**config.mk**
```make
export PLATFORM = sky130hd
export DESIGN_NAME = sar_search
export DESIGN_NICKNAME = d
export VERILOG_FILES = /design/src/rtl/sar_search.sv
export SDC_FILE = /design/constraint.sdc
export NUM_CORES = 1
export LEC_CHECK = 0
export BUFFER_PORTS_ARGS = -buffer_cell sky130_fd_sc_hd__buf_2
export CAP_MARGIN = 25
export CORE_MARGIN = 2
export CORE_UTILIZATION = 36
export CTS_BUF_LIST = sky130_fd_sc_hd__clkbuf_16
export DETAILED_ROUTE_END_ITERATION = 7
export PLACE_DENSITY_LB_ADDON = 0.1
export SETUP_SLACK_MARGIN = 0.15
export SYNTH_ARGS = -nofsm -noshare
export SYNTH_HDL_FRONTEND = slang
export SYNTH_SLANG_ARGS = --single-unit
```
**constraint.sdc**
```tcl
create_clock -name clk -period 2.7 [get_ports clk]
set_clock_uncertainty 0.1 [all_clocks]
set_input_delay 0.81 -clock clk [delete_from_list [all_inputs] [get_ports clk]]
set_output_delay 0.81 -clock clk [all_outputs]
set_load 0.01 [all_outputs]
```
**src/rtl/sar_search.sv**
```systemverilog
// Successive-approximation search controller: drives comparator B input and resolves A MSB first.
// Optional SAR_EARLY_EXIT_EN: finish as soon as the comparator reports a clean equal.
module sar_search #(
  parameter int WIDTH = 4
) (
  input  logic             clk,
  input  logic             rst,
  input  logic             start,
  input  logic             great,
  input  logic             equal,
  input  logic             less,
  output logic [WIDTH-1:0] trial,
  output logic             busy,
  output logic             done,
  output logic [WIDTH-1:0] result,
  output logic             err
);

  localparam int KW = (WIDTH > 1) ? $clog2(WIDTH) : 1;

  typedef enum logic [1:0] {IDLE, CMP, DONE} state_t;

  state_t          state;
  logic [KW-1:0]   k;
  logic            keep;
  logic            onehot;
  logic [WIDTH-1:0] trial_res;  // trial with bit k resolved
  logic [WIDTH-1:0] trial_nxt;  // resolved trial plus tentative next bit

  always_comb begin
    keep      = great | equal;
    onehot    = ({1'b0, great} + {1'b0, equal} + {1'b0, less}) == 2'd1;
    trial_res = trial;
    trial_res[k] = keep;
    trial_nxt = trial_res;
    if (k != '0) trial_nxt[k - KW'(1)] = 1'b1;
  end

  always_ff @(posedge clk or posedge rst) begin
    if (rst) begin
      state  <= IDLE;
      trial  <= '0;
      result <= '0;
      busy   <= 1'b0;
      done   <= 1'b0;
      err    <= 1'b0;
      k      <= KW'(WIDTH - 1);
    end else begin
      case (state)
        IDLE: begin
          done <= 1'b0;
          if (start) begin
            trial <= {1'b1, {(WIDTH-1){1'b0}}};
            k     <= KW'(WIDTH - 1);
            err   <= 1'b0;
            busy  <= 1'b1;
            state <= CMP;
          end
        end
        CMP: begin
          if (!onehot) err <= 1'b1;
`ifdef SAR_EARLY_EXIT_EN
          if (equal && onehot) begin
            // lower bits of trial are still 0 and A == trial, so trial is exact
            result <= trial;
            busy   <= 1'b0;
            done   <= 1'b1;
            state  <= DONE;
          end else
`endif
          if (k == '0) begin
            trial  <= trial_res;
            result <= trial_res;
            busy   <= 1'b0;
            done   <= 1'b1;
            state  <= DONE;
          end else begin
            trial <= trial_nxt;
            k     <= k - KW'(1);
          end
        end
        DONE: begin
          done  <= 1'b0;
          state <= IDLE;
        end
        default: begin
          state <= IDLE;
          busy  <= 1'b0;
          done  <= 1'b0;
        end
      endcase
    end
  end

endmodule

```
==> flow_metrics.env <==
export IMPL_dpl_worst_slack_ps=778
export IMPL_post_cts_buffers=0
export IMPL_path_cells="inv_1 -> ha_1 -> nand2b_1 -> a21oi_2 -> mux2_4"
export IMPL_hold_path_class="register to register"
export IMPL_antenna_left=0
export IMPL_finalWeightedCongestion=0.737
export IMPL_via_per_inst=4.63
export IMPL_wl_met3_um=57
export IMPL_ctsHoldBuffers=0
export IMPL_crit_family="flip-flops"
export IMPL_wl_met2_um=642
export IMPL_num_vias=560
export IMPL_synth_area_um2=800
export IMPL_synthFlopType="dfrtp_1"
export IMPL_wire_per_inst_um=11.9
export IMPL_highest_layer="met4"
export IMPL_antenna_found_initial=0
export IMPL_cp_num_buf_inv=1
export IMPL_grt_pass1_wl_um=2660
export IMPL_setup_ws_ps=792
export IMPL_synth_cells=74
export IMPL_wl_um=1440
export IMPL_multi_input_area_um2=377
export IMPL_ys_ff_latch=15
export IMPL_worstPathMaxFanout=7
export IMPL_h_tree_depth=1
export IMPL_grt_overflow_total=0
export IMPL_leakage_nw=0.521
export IMPL_setup_viol=0
export IMPL_grt_usage_pct=13.8
export IMPL_drt_iter0_drc=5
export IMPL_chipHeight_um=51.1
export IMPL_grt_setup_unrepaired="false"
export IMPL_rows=17
export IMPL_grt_pass1_vias=582
export IMPL_start_kind="register"
export IMPL_first_pass_iters=3
export IMPL_fmax_mhz=524
export IMPL_cts_resized=0
export IMPL_dp_cells=117
export IMPL_final_cell_mix="16 x buf_2, 13 x dfrtp_1, 7 x inv_1, 7 x nor2_1"
export IMPL_slew_headroom_pct=62.0
export IMPL_synth_area_per_cell_um2=10.8
export IMPL_drive_gt1_share_pct=31.2
export IMPL_die_x_um=51.1
export IMPL_nNetsFinal=106
export IMPL_start_util_pct=37.2
export IMPL_io_buffers=16
export IMPL_postPlaceCellArea_um2=903
export IMPL_synth_edf_count=0
export IMPL_critPathSlowestCell="dfstp_2"
export IMPL_fin_crit_sh_pct=70.7
export IMPL_min_period_ps=1910
export IMPL_critPathArrivalTime_ps=1980
export IMPL_dp_hpwl_um=1100
export IMPL_dieArea_um2=2610
export IMPL_layout_commonest_cell="buf_2"
export IMPL_area_growth_pct=23.0
export IMPL_cts_made_buffers=3
export IMPL_final_cells=121
export IMPL_design_area_um2=983
export IMPL_n_fill_cell=221
export IMPL_seqCellArea_um2=378
export IMPL_root_buffer="clkbuf_16"
export IMPL_ys_seq_area_share_pct=47.3
export IMPL_ys_async_sr_fraction_pct=100
export IMPL_cpPeakStageDelay_ps=580
export IMPL_tritoncts="yes"
export IMPL_critical_path_required_ps=2770
export IMPL_pin_count=17
export IMPL_ys_warnings_count=0
export IMPL_end_kind="register"
export IMPL_vdd_drop_max_mv=0.459
export IMPL_met1_length_um=713
export IMPL_clk_path_buf_depth=2
export IMPL_path_class="register to register"
export IMPL_synth_nets=86
export IMPL_clk_latency_ps=240
export IMPL_status="finished clean"
export IMPL_diodes=0
export IMPL_max_slew_worst_pin_slew_ps=569
export IMPL_grt_max_degree=16
export IMPL_drv_slew=0
export IMPL_drc=0
export IMPL_cap_violations=0
export IMPL_cts_sinks=15
export IMPL_p_per_area_nw_per_um2=1270
export IMPL_final_hold_viol_count=0
export IMPL_finalSetupTns_ps=0
export IMPL_yosys_cell_types_count=30
export IMPL_clk_pin_slew_ps=50
export IMPL_core_area_um2=2150
[metal layers]
layer / vias to the layer above / track usage [%]
met4: 0 / 6.76
met2: 9 / 21.0
met3: 4 / 3.51
li1: 294 / -
met5: - / 0
met1: 253 / 18.3
[through the flow]
stage	util, %	total power, mW	hold WS (ps)
after global placement	42.1	0.975	356
after global routing	45.8	1.36	414
final	45.8	1.25	374
after CTS	45.8	1.27	379
after floorplan	-	0.833	418
after detailed placement	42.1	0.974	366
[logic make-up (layout without fill, tap and decap cells)]
kind of cell,after synthesis,after routing,share of synthesized area [%]
compound gates,25,25,21.9
fa+ha+maj,6,6,10.3
buf+inv,10,29,5.63
flops,15,15,47.3
mux,2,2,3.13
simple gates,16,16,11.7
[worst paths after layout]
| check | slack, ps | endpoint | startpoint | cells after the start |
|---|---|---|---|---|
| worst max register to register | 790 | k[1] | k[0] | 5 |
| worst max-delay path | 790 | k[1] | k[0] | 5 |
| worst min-delay path | 370 | result[3] | result[3] | 1 |
| worst min register to register | 370 | result[3] | result[3] | 1 |
| min in group asynchronous | 510 | result[3] | rst | 2 |
| max in group asynchronous | 1610 | k[1] | rst | 2 |
[Yosys cell counts (all sizes together) (2+ instances only)]
library cell,count,area (um2)
dfstp,2,52.6
nand2,5,18.8
nand2b,2,20.0
o21ai,6,30.0
dfrtp,13,325
ha,5,62.6
a21boi,2,15.0
a32oi,2,17.5
nor2,7,26.3
a21o,4,30.0
a21oi,3,18.8
inv,9,33.8
[power breakdown]
part | total [mW] | leakage (nW) | internal, mW | switching [mW]
registers | 0.440 | 0.175 | 0.342 | 0.0977
clock network | 0.284 | 0.0409 | 0.197 | 0.0865
logic | 0.524 | 0.305 | 0.254 | 0.270
total | 1.25 | 0.521 | 0.793 | 0.454
[area by class of cell]
cell class                 instances  share of cell area, %
timing repair buffer              16                   8.14
sequential                        15                   38.4
clock buffer                       3                   7.63
inverter                           9                   3.44
tap                               28                   3.56
multi-input combinational         49                   38.3
clock inverter                     1                  0.509
[sequential cells by signal (all words and copies together), names as in the netlist]
name / count
err: 1
busy: 1
k: 2
done: 1
state: 2
result: 4
trial: 4
(Power assumes the default switching activity.)
